### config.mk
export PLATFORM = sky130hd
export DESIGN_NAME = spi_controller
export DESIGN_NICKNAME = d
export VERILOG_FILES = /design/src/rtl/spi_controller.sv
export SDC_FILE = /design/constraint.sdc
export NUM_CORES = 1
export LEC_CHECK = 0
export CAP_MARGIN = 20
export CORE_UTILIZATION = 55
export CTS_CLUSTER_DIAMETER = 200
export DETAILED_ROUTE_END_ITERATION = 12
export PLACE_DENSITY = 0.8
export SYNTH_ARGS = -nofsm -noshare
export SYNTH_HDL_FRONTEND = slang
export SYNTH_SLANG_ARGS = --single-unit
### constraint.sdc
create_clock -name clk -period 3 [get_ports clk]
set_clock_uncertainty 0.2 [all_clocks]
set_input_delay 0.45 -clock clk [delete_from_list [all_inputs] [get_ports clk]]
set_output_delay 0.45 -clock clk [all_outputs]
set_load 0.05 [all_outputs]
### src/rtl/spi_controller.sv
// SPI mode-0 initiator producing 16-bit {R/W, addr[6:0], data[7:0]} frames,
// MSB first. The request fields are captured in one cycle. SCLK, nCS and COPI
// are generated from clk. CIPO is captured on read frames and returned on rdata.
//
// Request handshake: a request transfers on a rising clk edge where
// req_valid && req_ready. req_ready is high only in IDLE. While req_ready is
// low a request is not taken, and the requester holds its fields and
// req_valid stable until the transfer. The fields are don't-care once
// transferred.
module spi_controller #(
    parameter int unsigned CLK_DIV  = 4,  // clk cycles per SCLK half-period (2..255)
    parameter int unsigned CS_SETUP = 8,  // nCS fall to first SCLK rise (1..255)
    parameter int unsigned CS_HOLD  = 8,  // last SCLK fall to nCS rise (1..255)
    parameter int unsigned CS_GAP   = 8   // minimum nCS high time between frames (1..255)
) (
    input  logic       clk,
    input  logic       rst_n,
    input  logic       req_valid,
    output logic       req_ready,
    input  logic       req_write,
    input  logic [6:0] req_addr,
    input  logic [7:0] req_wdata,
    output logic       busy,
    output logic       done,
    output logic [7:0] rdata,
    output logic       rdata_valid,
    output logic       SCLK,
    output logic       nCS,
    output logic       COPI,
    input  logic       CIPO,
    output logic [2:0] dbg_state_o
);

    typedef enum logic [2:0] {
        S_IDLE  = 3'd0,
        S_SETUP = 3'd1,
        S_HIGH  = 3'd2,
        S_LOW   = 3'd3,
        S_HOLD  = 3'd4,
        S_GAP   = 3'd5
    } state_t;

    // Terminal values of the shared phase counter; each phase lasts N cycles.
    localparam logic [7:0] SETUP_LAST = 8'(CS_SETUP - 1);
    localparam logic [7:0] DIV_LAST   = 8'(CLK_DIV - 1);
    localparam logic [7:0] HOLD_LAST  = 8'(CS_HOLD - 1);
    localparam logic [7:0] GAP_LAST   = 8'(CS_GAP - 1);

    state_t      state_q;
    logic [7:0]  cnt_q;       // cycles spent in the current phase
    logic [3:0]  bit_cnt_q;   // index of the SCLK high phase in progress
    logic [14:0] frame_q;     // bits still to send; the next bit is in [14]
    logic        write_q;     // R/W bit of the frame in flight
    logic [7:0]  rx_shift_q;  // last 8 sampled CIPO bits, newest in bit 0
    logic        cipo_meta_q;
    logic        cipo_sync_q;
    logic        sclk_q;
    logic        ncs_q;
    logic        copi_q;
    logic        ready_q;
    logic        busy_q;
    logic        done_q;
    logic        rvalid_q;
    logic [7:0]  rdata_q;

    // Bring CIPO into the clk domain through two flops.
    always_ff @(posedge clk or negedge rst_n) begin
        if (!rst_n) begin
            cipo_meta_q <= 1'b0;
            cipo_sync_q <= 1'b0;
        end else begin
            cipo_meta_q <= CIPO;
            cipo_sync_q <= cipo_meta_q;
        end
    end

    // Frame sequencer. All serial and status outputs are registered here.
    always_ff @(posedge clk or negedge rst_n) begin
        if (!rst_n) begin
            state_q    <= S_IDLE;
            cnt_q      <= 8'd0;
            bit_cnt_q  <= 4'd0;
            frame_q    <= 15'd0;
            write_q    <= 1'b0;
            rx_shift_q <= 8'd0;
            sclk_q     <= 1'b0;
            ncs_q      <= 1'b1;
            copi_q     <= 1'b0;
            ready_q    <= 1'b1;
            busy_q     <= 1'b0;
            done_q     <= 1'b0;
            rvalid_q   <= 1'b0;
            rdata_q    <= 8'd0;
        end else begin
            // Completion strobes are single-cycle unless set below.
            done_q   <= 1'b0;
            rvalid_q <= 1'b0;
            case (state_q)
                S_IDLE: begin
                    if (req_valid && ready_q) begin
                        // The R/W bit goes straight onto COPI. Address and
                        // data wait in frame_q.
                        frame_q <= {req_addr, req_wdata};
                        write_q <= req_write;
                        copi_q  <= req_write;
                        ncs_q   <= 1'b0;
                        ready_q <= 1'b0;
                        busy_q  <= 1'b1;
                        cnt_q   <= 8'd0;
                        state_q <= S_SETUP;
                    end
                end
                S_SETUP: begin
                    if (cnt_q == SETUP_LAST) begin
                        sclk_q    <= 1'b1;
                        cnt_q     <= 8'd0;
                        bit_cnt_q <= 4'd0;
                        state_q   <= S_HIGH;
                    end else begin
                        cnt_q <= cnt_q + 8'd1;
                    end
                end
                S_HIGH: begin
                    if (cnt_q == DIV_LAST) begin
                        // Sample as late as possible in the high phase so the
                        // synchronised CIPO has settled.
                        rx_shift_q <= {rx_shift_q[6:0], cipo_sync_q};
                        sclk_q     <= 1'b0;
                        cnt_q      <= 8'd0;
                        if (bit_cnt_q == 4'd15) begin
                            state_q <= S_HOLD;
                        end else begin
                            // The next bit changes together with the falling
                            // edge of SCLK, well away from the next rising edge.
                            bit_cnt_q <= bit_cnt_q + 4'd1;
                            copi_q    <= frame_q[14];
                            frame_q   <= {frame_q[13:0], 1'b0};
                            state_q   <= S_LOW;
                        end
                    end else begin
                        cnt_q <= cnt_q + 8'd1;
                    end
                end
                S_LOW: begin
                    if (cnt_q == DIV_LAST) begin
                        sclk_q  <= 1'b1;
                        cnt_q   <= 8'd0;
                        state_q <= S_HIGH;
                    end else begin
                        cnt_q <= cnt_q + 8'd1;
                    end
                end
                S_HOLD: begin
                    if (cnt_q == HOLD_LAST) begin
                        ncs_q  <= 1'b1;
                        copi_q <= 1'b0;
                        done_q <= 1'b1;
                        // Write frames leave rdata untouched.
                        if (!write_q) begin
                            rdata_q  <= rx_shift_q;
                            rvalid_q <= 1'b1;
                        end
                        cnt_q   <= 8'd0;
                        state_q <= S_GAP;
                    end else begin
                        cnt_q <= cnt_q + 8'd1;
                    end
                end
                S_GAP: begin
                    if (cnt_q == GAP_LAST) begin
                        ready_q <= 1'b1;
                        busy_q  <= 1'b0;
                        cnt_q   <= 8'd0;
                        state_q <= S_IDLE;
                    end else begin
                        cnt_q <= cnt_q + 8'd1;
                    end
                end
                default: begin
                    // Unreachable encodings fall back to a quiet idle bus.
                    sclk_q  <= 1'b0;
                    ncs_q   <= 1'b1;
                    copi_q  <= 1'b0;
                    ready_q <= 1'b1;
                    busy_q  <= 1'b0;
                    cnt_q   <= 8'd0;
                    state_q <= S_IDLE;
                end
            endcase
        end
    end

    assign req_ready   = ready_q;
    assign busy        = busy_q;
    assign done        = done_q;
    assign rdata       = rdata_q;
    assign rdata_valid = rvalid_q;
    assign SCLK        = sclk_q;
    assign nCS         = ncs_q;
    assign COPI        = copi_q;
    assign dbg_state_o = state_q;

endmodule
**Word level (Yosys, flattened, before mapping)**

Cells that the tools add are included.

- Logic and storage cells: 97
- Register bits: 56

- Bitwise logic cells: 5
- Multiplexer cells: 39
- Reduce and logical (&&, ||, !) cells: 20
- Add/subtract/negate cells: 2
- Eq/ne operators: 15

Operators with widths:

| operator | number |
|---|---|
| 15-bit 2-to-1 mux | 3 |
| 15-bit case mux with 2 select lines | 1 |
| 8-bit 2-to-1 mux | 3 |
| 8-bit case mux with 3 select lines | 1 |
| 3-bit 2-to-1 mux | 7 |
| 3-bit case mux with 6 select lines | 1 |
| 1-bit 2-to-1 mux | 14 |
| 2-bit inequality test (second input constant) | 7 |
| 4-bit 2-to-1 mux | 3 |
| 4-bit AND reduction | 3 |
| 1-bit case mux with 3 select lines | 3 |
| 3-bit AND reduction | 3 |
| 3-bit OR reduction | 3 |
| 8-bit by 1-bit adder with 8-bit output (second input constant) | 1 |
| 8-bit by 2-bit == test with 1-bit output (second input constant) | 1 |
| 8-bit by 3-bit == test with 1-bit output (second input constant) | 1 |
| 1-bit case mux with 4 select lines | 2 |
| 4-bit case mux with 2 select lines | 1 |
| 4-bit OR reduction | 2 |
| 3-bit by 2-bit == test with 1-bit output (second input constant) | 2 |
| 3-bit == test (second input constant) | 2 |
| 6-bit AND reduction | 1 |
| 1-bit NOT | 5 |
| 5-bit AND reduction | 1 |
| other kinds (8) | 10 |

**Longest topological paths before layout**

- Word-level depth: 4
- Gate-level depth with buffers: 6
- Depth with buffers taken out: 5

**Worst setup path after synthesis**

OpenSTA, ideal clock, no wires.

- Path type: register to register
- Start point: reg state_q[2] (netlist: dbg_state_o[2])
- End point: reg frame_q[13]
- Library setup time: 0.127 ns
- Clock period less this slack: 2.315 ns
- Path slack: 0.685 ns
- Arrival time: 1.988 ns
- Required time: 2.673 ns
- Stages on the path, launching flop included: 6
- Cell sequence: dfrtp_1 buf_2 nor3b_1 buf_2 mux2_2 mux2_1

- Word-level cells in the longest chain between the ends: 3
- Elaborated cells between the ends (all ways): 8

RTL lines:

| what | line | source |
|---|---|---|
| start, declared | 49 | `state_t state_q;` |
| start signal, assigned | 80 | `state_q <= S_IDLE;` |
| start signal, assigned | 110 | `state_q <= S_SETUP;` |
| start signal, assigned | 118 | `state_q <= S_HIGH;` |
| 3-bit by 2-bit == test with 1-bit output or 3-bit zero test (tied branches) | 98 | `case (state_q)` |
| 2-bit inequality test (no line) or 2-bit nonzero test (tied branches) | -- |  |
| 4-bit AND reduction (no line) | -- |  |
| end signal, assigned | 103 | `frame_q <= {req_addr, req_wdata};` |
| end signal, assigned | 137 | `frame_q <= {frame_q[13:0], 1'b0};` |
| end, declared | 52 | `logic [14:0] frame_q;` |

Several ways; a longest one is shown, not always the timed one.
A chain may end at the register's enable or synchronous reset.

**Worst setup path in the final report**

- Start point: reg state_q[0] (netlist: dbg_state_o[0])
- End point: out dbg_state_o[0]

RTL lines:

| what | line | source |
|---|---|---|
| end, declared | 31 | `output logic [2:0] dbg_state_o` |

No word-level cell between the ends.

==> impl_metrics.env <==
export IMPL_startpoint_type="register"
export IMPL_finalCritPeriodShare=0.857
export IMPL_cts_buffer_depth=2
export IMPL_post_route_util=0.706
export IMPL_syn_inst=253
export IMPL_routedWlPerCell_um=14.5
export IMPL_worstSkewPairLatency_ns=0.31
export IMPL_cp_top_family="buffers and inverters"
export IMPL_period_needed_ns=2.57
export IMPL_slew_limit_headroom=0.639
export IMPL_synth_distinct_cells=50
export IMPL_post_cts_setup_buffers=0
export IMPL_power_total_mw=1.39
export IMPL_r2r_slack_ns=0.49
export IMPL_reg2reg_depth=5
export IMPL_rsz0062_at_grt="false"
export IMPL_crit_path_end_kind="output pin"
export IMPL_yosysWarningCount=0
export IMPL_grt_pass1_wl_mm=9.23
export IMPL_drive_above_1_share=0.216
export IMPL_async_reset_ff_frac=1.00
export IMPL_max_freq_ghz=0.389
export IMPL_pin_count=38
export IMPL_cts_made_buffers=5
export IMPL_setup_viol=0
export IMPL_antenna_found_initial=0
export IMPL_hold_start="cipo_meta_q"
export IMPL_cts_root_buf="clkbuf_8"
export IMPL_grt_use_total=0.223
export IMPL_antenna_left=0
export IMPL_syn_cell_area_mm2=0.00284
export IMPL_first_pass_iters=4
export IMPL_path_cells="clkdlybuf4s50_1"
export IMPL_clock_sinks=56
export IMPL_detail_route_iter0_violations=120
export IMPL_via_per_inst=5.71
export IMPL_worstPathArrival_ns=1.92
export IMPL_power_per_cell_area_mw_per_mm2=407
export IMPL_drc=0
export IMPL_rr_endpoint="rdata[2]"
export IMPL_cpPeakStageDelay_ns=0.91
export IMPL_cts_tree="done"
export IMPL_place_congestion=0.815
export IMPL_holdPathEnd="cipo_sync_q"
export IMPL_grt_max_degree=57
export IMPL_min_path_type="reg -> reg"
export IMPL_vdd_drop_max_mv=0.288
export IMPL_p_leak_nw=1.55
export IMPL_initial_utilization=0.585
export IMPL_worstPathMaxFanout=17
export IMPL_vias=2051
export IMPL_die_height_um=73.8
export IMPL_core_area_mm2=0.00485
export IMPL_synth_nets=275
export IMPL_seq_area_frac_synth=0.495
export IMPL_clkTransAtPathRegs_ns=0.10
export IMPL_synth_edff_count=0
export IMPL_cp_required_ns=2.35
export IMPL_crit_reg2reg_launch="cnt_q[0]"
export IMPL_ys_flop_type="dfrtp_1"
export IMPL_portBuffers=37
export IMPL_cp_num_buf_inv=1
export IMPL_fp_row_count=25
export IMPL_drt_total_wl_mm=5.21
export IMPL_fin_setup_tns_ns=0
export IMPL_synth_area_per_cell_um2=11.2
export IMPL_areaGrowthSynthToFinish_pct=20.7
export IMPL_layout_nets=313
export IMPL_dieArea_mm2=0.00545
export IMPL_grt_pass1_vias=1986
export IMPL_diodes=0
export IMPL_hold_violations=0
export IMPL_worst_pin_slew_ns=0.542
export IMPL_die_x_um=73.8
export IMPL_cap_violations=0
export IMPL_grt_ovfl_total=0
export IMPL_holdPathStages=0
export IMPL_outcome="completed"
export IMPL_dp_hpwl_mm=3.69
export IMPL_slew_violations=0
export IMPL_h_tree_depth=2
export IMPL_timing_worst_setup_path_type="reg -> out"
export IMPL_cp_slowest_cell="clkdlybuf4s50_1"
export IMPL_synth_seq_cells=56
export IMPL_holdWs_ns=0.159
[power by group]
| part | internal (mW) | switching (mW) |
|---|---|---|
| Combinational | 0.0273 | 0.0197 |
| Clock | 0.336 | 0.249 |
| Sequential | 0.759 | 0.00266 |
| Total | 1.12 | 0.272 |
[synthesized netlist by cell type, types with 2 or more instances]
cell | count | share of area
a31oi_1 | 3 | 0.0066
dfrtp_1 | 54 | 0.48
o32a_1 | 3 | 0.011
clkbuf_1 | 3 | 0.0040
nor3b_1 | 3 | 0.0079
mux2_1 | 10 | 0.040
nor2b_1 | 5 | 0.011
buf_2 | 6 | 0.011
nand2b_1 | 3 | 0.0066
nor2_1 | 17 | 0.023
o31a_1 | 2 | 0.0062
o21ai_0 | 11 | 0.019
nand2_1 | 24 | 0.032
mux2_2 | 37 | 0.15
nand3_1 | 6 | 0.011
and3_1 | 3 | 0.0066
o22a_1 | 2 | 0.0062
nand4_1 | 2 | 0.0044
inv_1 | 7 | 0.0093
o211ai_1 | 6 | 0.016
buf_6 | 2 | 0.0079
buf_1 | 2 | 0.0026
a21oi_1 | 8 | 0.014
a21o_1 | 2 | 0.0053
ha_1 | 2 | 0.0088
nor3_1 | 5 | 0.0088
dfstp_2 | 2 | 0.019
[metal layers]
layer | part of all wire | track usage | vias to the layer above
met5 | 0 | 0 | -
met4 | 0.014 | 0.0855 | 0
met3 | 0.045 | 0.0494 | 6
met2 | 0.46 | 0.354 | 55
met1 | 0.48 | 0.299 | 1004
li1 | - | - | 986
[flip-flops by register name, summed over array words and instances (netlist names), 3 cells and up]
name         count
rdata            8
frame_q         15
cnt_q            8
dbg_state_o      3
bit_cnt_q        4
rx_shift_q       8
[stage by stage]
| stage | area [µm²] | std cells | worst slack, ns |
|---|---|---|---|
| global placement | 3280 | 350 | 0.426 |
| global route | 3420 | 359 | 0.275 |
| detailed placement | 3280 | 350 | 0.416 |
| floorplan | 2840 | 253 | 0.685 |
| finish | 3420 | 359 | 0.429 |
| CTS | 3420 | 359 | 0.428 |
[area by class of cell]
cell class / count / area (µm²)
Tap cell: 67 / 83.8
Clock inverter: 3 / 68.8
Multi-Input combinational cell: 176 / 1330
Inverter: 7 / 26.3
Fill cell: 371 / 1430
Timing Repair Buffer: 45 / 440
Clock buffer: 5 / 68.8
Sequential cell: 56 / 1400
[cells in the final DEF (no fill, tap or decap), types with 2 or more instances in the layout]
cell,instances
a21o_1,2
a21oi_1,8
a31oi_1,3
and3_1,3
buf_4,6
bufinv_16,2
clkbuf_8,5
clkdlybuf4s50_1,36
dfrtp_1,54
dfstp_2,2
ha_1,2
inv_1,7
mux2_1,10
mux2_2,37
nand2_1,24
nand2b_1,3
nand3_1,6
nand4_1,2
nor2_1,17
nor2b_1,5
nor3_1,5
nor3b_1,2
o211ai_1,6
o21ai_0,11
o22a_1,2
o31a_1,2
o32a_1,3
[repair_timing]
action / CTS / global route
hold buffers: 1 / 0
endpoints found under the hold margin: 54 / 0
gates resized for setup: 0 / 0
[cells by family after synthesis]
| family | Yosys count | share of synthesized area |
|---|---|---|
| AND/OR/NAND/NOR | 75 | 0.137 |
| AO/OA/AOI/OAI | 51 | 0.132 |
| adder cells (fa/ha/maj) | 2 | 0.00882 |
| flip-flops | 56 | 0.495 |
| multiplexers | 48 | 0.190 |
| buffers and inverters | 21 | 0.0371 |
[worst max-delay path by stage]
stage / startpoint / cells past startpoint / slack (ns) / end
6_report: dbg_state_o[0] / 1 / 0.43 / dbg_state_o[0]
5_1_grt: cnt_q[0] / 5 / 0.27 / rdata[5]
4_1_cts: dbg_state_o[0] / 1 / 0.43 / dbg_state_o[0]
3_5_place_dp: req_valid / 5 / 0.42 / frame_q[10]
3_3_place_gp: req_valid / 5 / 0.43 / frame_q[10]
2_1_floorplan: dbg_state_o[2] / 5 / 0.68 / frame_q[13]
No activity file was read; power rests on OpenSTA's default activity.
